File: src/rtl/alu_result_stage.sv
// ALU result stage: 2-entry skid buffer with flag register and branch resolution.
// Optional STICKY_OVF_EN adds a sticky overflow bit (ovf_sticky / ovf_clr).
module alu_result_stage #(
    parameter int unsigned WIDTH = 32,
    parameter int unsigned RDW   = 5
) (
    input  logic             clk,
    input  logic             rst_n,
    input  logic             in_valid,
    output logic             in_ready,
    input  logic [WIDTH-1:0] in_sum,
    input  logic             in_zout,
    input  logic             in_n,
    input  logic             in_v,
    input  logic [2:0]       in_gin,
    input  logic [RDW-1:0]   in_rd,
    input  logic             in_regwrite,
    input  logic             in_setflags,
    input  logic [2:0]       in_br,
    input  logic             flush,
    output logic             out_valid,
    input  logic             out_ready,
    output logic [WIDTH-1:0] out_sum,
    output logic [RDW-1:0]   out_rd,
    output logic             out_regwrite,
    output logic [2:0]       flags_q,
    output logic             br_taken,
    output logic             illegal_op
`ifdef STICKY_OVF_EN
    ,
    output logic             ovf_sticky,
    input  logic             ovf_clr
`endif
);

    typedef struct packed {
        logic [WIDTH-1:0] sum;
        logic [RDW-1:0]   rd;
        logic             regwrite;
    } entry_t;

    entry_t      mem_q [2];
    logic        head_q, head_d;
    logic        tail_q, tail_d;
    logic [1:0]  count_q, count_d;
    logic [2:0]  flags_d;
    logic        br_taken_q, br_taken_d;
    logic        illegal_q, illegal_d;

    logic        legal_c;
    logic        accept_c;
    logic        pop_c;
    logic        br_cond_c;
    entry_t      new_entry_c;

    assign in_ready     = (count_q != 2'd2);
    assign out_valid    = (count_q != 2'd0);
    assign out_sum      = mem_q[head_q].sum;
    assign out_rd       = mem_q[head_q].rd;
    assign out_regwrite = mem_q[head_q].regwrite;
    assign br_taken     = br_taken_q;
    assign illegal_op   = illegal_q;

    // Decode of incoming entry: legality, branch condition, handshake.
    always_comb begin
        legal_c   = 1'b0;
        br_cond_c = 1'b0;
        case (in_gin)
            3'b000, 3'b001, 3'b010, 3'b110, 3'b111: legal_c = 1'b1;
            default:                                legal_c = 1'b0;
        endcase
        case (in_br)
            3'b001:  br_cond_c = in_zout;
            3'b010:  br_cond_c = ~in_zout;
            3'b011:  br_cond_c = in_n;
            3'b100:  br_cond_c = in_v;
            default: br_cond_c = 1'b0;
        endcase
        accept_c             = in_valid && in_ready && !flush;
        pop_c                = out_valid && out_ready;
        new_entry_c.sum      = in_sum;
        new_entry_c.rd       = in_rd;
        new_entry_c.regwrite = in_regwrite && legal_c;
    end

    // Next-state for pointers, occupancy, flags and one-cycle pulses.
    always_comb begin
        head_d     = head_q;
        tail_d     = tail_q;
        count_d    = count_q;
        flags_d    = flags_q;
        br_taken_d = 1'b0;
        illegal_d  = 1'b0;
        if (flush) begin
            head_d  = 1'b0;
            tail_d  = 1'b0;
            count_d = 2'd0;
        end else begin
            if (accept_c) tail_d = ~tail_q;
            if (pop_c)    head_d = ~head_q;
            case ({accept_c, pop_c})
                2'b10:   count_d = count_q + 2'd1;
                2'b01:   count_d = count_q - 2'd1;
                default: count_d = count_q;
            endcase
            if (accept_c && legal_c && in_setflags) flags_d = {in_zout, in_n, in_v};
            br_taken_d = accept_c && legal_c && br_cond_c;
            illegal_d  = accept_c && !legal_c;
        end
    end

    always_ff @(posedge clk or negedge rst_n) begin
        if (!rst_n) begin
            head_q     <= 1'b0;
            tail_q     <= 1'b0;
            count_q    <= 2'd0;
            flags_q    <= 3'b000;
            br_taken_q <= 1'b0;
            illegal_q  <= 1'b0;
        end else begin
            head_q     <= head_d;
            tail_q     <= tail_d;
            count_q    <= count_d;
            flags_q    <= flags_d;
            br_taken_q <= br_taken_d;
            illegal_q  <= illegal_d;
        end
    end

    // Entry storage; written only on accept so empty slots keep stale data.
    always_ff @(posedge clk or negedge rst_n) begin
        if (!rst_n) begin
            for (int i = 0; i < 2; i++) mem_q[i] <= '0;
        end else if (accept_c) begin
            mem_q[tail_q] <= new_entry_c;
        end
    end

`ifdef STICKY_OVF_EN
    logic sticky_q, sticky_d;

    // Set has priority over clear; flush leaves the sticky bit alone.
    always_comb begin
        sticky_d = sticky_q;
        if (ovf_clr) sticky_d = 1'b0;
        if (accept_c && legal_c && in_v) sticky_d = 1'b1;
    end

    always_ff @(posedge clk or negedge rst_n) begin
        if (!rst_n) sticky_q <= 1'b0;
        else        sticky_q <= sticky_d;
    end

    assign ovf_sticky = sticky_q;
`endif

endmodule

File: config.mk
export PLATFORM = sky130hd
export DESIGN_NAME = alu_result_stage
export DESIGN_NICKNAME = d
export VERILOG_FILES = /design/src/rtl/alu_result_stage.sv
export SDC_FILE = /design/constraint.sdc
export NUM_CORES = 1
export LEC_CHECK = 0
export ABC_CLOCK_PERIOD_IN_PS = 1960
export BUFFER_PORTS_ARGS = -buffer_cell sky130_fd_sc_hd__buf_2
export CAP_MARGIN = 10
export CORE_MARGIN = 8
export CORE_UTILIZATION = 53
export CTS_BUF_LIST = sky130_fd_sc_hd__clkbuf_16
export DETAILED_ROUTE_END_ITERATION = 6
export PLACE_DENSITY = 0.78
export SETUP_SLACK_MARGIN = 0.2
export SLEW_MARGIN = 20
export SYNTH_ARGS = -nofsm -noshare
export SYNTH_HDL_FRONTEND = slang
export SYNTH_SLANG_ARGS = --single-unit
export TNS_END_PERCENT = 1
File: constraint.sdc
create_clock -name clk -period 1.96 [get_ports clk]
set_input_delay 0 -clock clk [delete_from_list [all_inputs] [get_ports clk]]
set_output_delay 0 -clock clk [all_outputs]
set_load 0.03 [all_outputs]
==> summary.md <==
| Metric | Value |
|---|---|
| GP Congestion | `0.684` |
| Post-cts sizing count | `0` |
| CTS buffer count | `9` |
| Clock share of power | `28.3%` |
| Synth warn | `0` |
| Clock Pin Slew Worst Setup and Hold Paths | `0.06 ns` |
| Outcome | `finished, final reports clean` |
| CP delay by family, top | `simple AND/OR/NAND/NOR gates` |
| Slew headroom | `63.1%` |
| P_sw | `1790 uW` |
| Initial antenna violation count | `0` |
| Clk Tree Root Cell | `clkbuf_16` |
| CP required | `2.16 ns` |
| Worst path cell trace | `nand2b_4, and3b_1, nand2_2, buf_12, mux2_2` |
| Final Hold Fails | `0` |
| Comb power frac | `30.8%` |
| Max_cap viols | `0` |
| Minimum clock period after layout | `1.61 ns` |
| Unrepaired setup endpoints after global routing | `no` |
| Starting Density | `between 50% and 60%` |
| Crit end category | `flip-flop` |
| Syn nets | `300` |
| Pwr dens | `1160 nW/um^2` |
| Startpoint Class | `flip-flop` |
| Final TNS setup | `0 ns` |
| Clk buf depth | `2` |
| Endpoints failing setup | `0` |
| Peak VDD IR | `693 uV` |
| Commonest non-fill, non-tap cell in the layout | `mux2_2` |
| Avg Cell Area, Syn | `15.5 um^2` |
| #FFs+latches synth | `85` |
| Internal power | `4230 uW` |
| Overall power | `6020 uW` |
| Syn-to-layout area delta | `35.1%` |
| Drt total wl | `around 8100 um` |
| Layout cells sized above 1 | `approximately three fifths` |
| Drt drc | `0` |
| I/O Buffers | `between 90 and 100` |
| Buf+Inv Stages, Crit Path | `1` |
| Fill cells | `just over 500` |
| H-Tree Depth | `3` |
| Core region area | `7140 um^2` |
| GRT overflow | `0` |
| Vias in the first global route | `roughly 2,800` |
| WP data arrival | `1.81 ns` |
| Leakage dissipation | `between 0.002 and 0.0025 uW` |
| Initial DRC count | `44` |
| Total number of vias | `2,485` |
| Post-route ant nets | `0` |
| Synthesized area | `about 3800 um^2` |
| CP max stage cell | `dfrtp_1` |
| Cell row count | `31` |
| Seq/Total Area, Yosys | `55.6%` |
| Worst-path maximum fanout | `20` |
| Hold Crit Class | `primary input to flip-flop` |
| Final Skew | `0.00364 ns` |
| Mapped Cells | `247` |
| Wire length per cell | `16.4 um` |
| Ports | `98` |
| Die height | `101 um` |
| First-pass GRT wire length | `between 10,000 and 15,000 um` |
| Cells after DPL | `437` |
| Final non-filler cell total | `493` |
| Chip Width | `101 um` |
| Sw Share | `29.7%` |
| Reg power frac | `40.9%` |
| Cell variety after synth | `25` |
| Commonest non-fill, non-tap cells in the layout | `mux2_2 (99), buf_2 (96), dfrtp_1 (84)` |
| Largest net degree at the start of global routing | `44` |
| Post-route clock period utilization | `slightly above 80%` |
| Critical Path Max Stage Delay | `0.42 ns` |
| ANT cells | `0` |
| DP Wirelength | `5190 um` |
| Num Clock Sinks | `85` |
| GR Util All Layers | `between 10% and 20%` |
| Crit Path Class | `flip-flop to flip-flop` |
| Post-DR vias/cell | `5.04` |
| CTS tree | `yes` |
| Fmax | `roughly 0.62 GHz` |
| Worst-Margin Slew | `0.554 ns` |
| Die area | `10,200 um^2` |
| Initial DRT Pass Iterations | `3` |
| NumNets Final | `445` |
| Clock latency on the worst-skew pair | `0.32 ns` |
| Slew Viols, Final | `0` |
==> metal layers <==
metal  GRT usage (%)  part of all wire (%)
met1            20.6                    45
met2            26.9                    47
met3            4.97                   6.5
met4            5.96                   1.1
met5               0                     0
==> power by group through the flow <==
stage	logic, uW	registers, uW	clock network (uW)
global placement	1760	2460	0
global route	1970	2530	1810
detailed placement	1790	2490	0
CTS	1870	2470	1740
floorplan	1350	2440	0
finish	1850	2460	1700
==> tightest hold or removal path: stages <==
cell and delay [ns]:
buf_2 0.08, mux2_2 0.17, nor2_1 0.04
==> state kept, by name, summed over array words and instances (netlist names) <==
register and cells:
mem_q 76, count_q 2, flags_q 3, tail_q 1
illegal_op 1, head_q 1, br_taken 1
==> logic make-up (layout without fill, tap and decap cells) <==
| family | after synthesis | after routing | share of synthesized area, % |
|---|---|---|---|
| multiplexers | 120 | 120 | 37.3 |
| flip-flops | 85 | 85 | 55.6 |
| AND/OR/NAND/NOR | 23 | 23 | 3.27 |
| buffers and inverters | 12 | 159 | 2.55 |
| AO/OA/AOI/OAI | 5 | 5 | 0.850 |
| XOR/XNOR | 2 | 2 | 0.458 |
==> timing repair <==
action                    4_1_cts  5_1_grt
setup buffers                   0        0
hold buffers                   43        0
hold endpoints to repair      123        0
==> synth_stat cells, drive strengths merged <==
master	instances	area share, %
and3b	1	0.23
nand2	6	0.59
nand3b	2	0.39
nor3b	1	0.20
mux2	119	37
a21oi	1	0.13
xor2	2	0.46
and3	2	0.33
or2	1	0.16
dfrtp	85	56
nor2	7	0.69
a31oi	1	0.16
nand2b	2	0.52
a211oi	1	0.20
mux2i	1	0.26
o21ai	1	0.13
and2	1	0.16
clkbuf	3	0.29
o32ai	1	0.23
buf	9	2.3
==> final timing paths <==
path	from	slack [ns]	depth (start not counted)	to
max	count_q[0]	0.35	5	mem_q[37]
min in group asynchronous	rst_n	0.22	2	mem_q[50]
min	in_gin[2]	0.01	3	illegal_op
min reg2reg	mem_q[34]	0.50	1	mem_q[34]
max reg2reg	count_q[0]	0.35	5	mem_q[37]
max in group asynchronous	rst_n	1.12	3	mem_q[33]
==> layout make-up <==
cell class,instances,area (um^2),share of cell area [%]
sequential,85,2130,41.2
multi-input combinational,150,1610,31.2
clock inverter,4,67.6,1.31
timing repair buffer,146,1010,19.6
clock buffer,9,225,4.36
tap,99,124,2.40
==> metrics by stage <==
step	setup WS [ns]	util (%)	hold WS [ns]	cell area, um^2
global route	0.282	72.4	0.0254	5170
detailed placement	0.358	62.3	0.0334	4450
floorplan	0.349	-	-0.296	3820
global placement	0.406	62.3	0.0269	4450
finish	0.350	72.4	0.0116	5170
CTS	0.348	72.4	0.00542	5170
(Power assumes the default switching activity.)
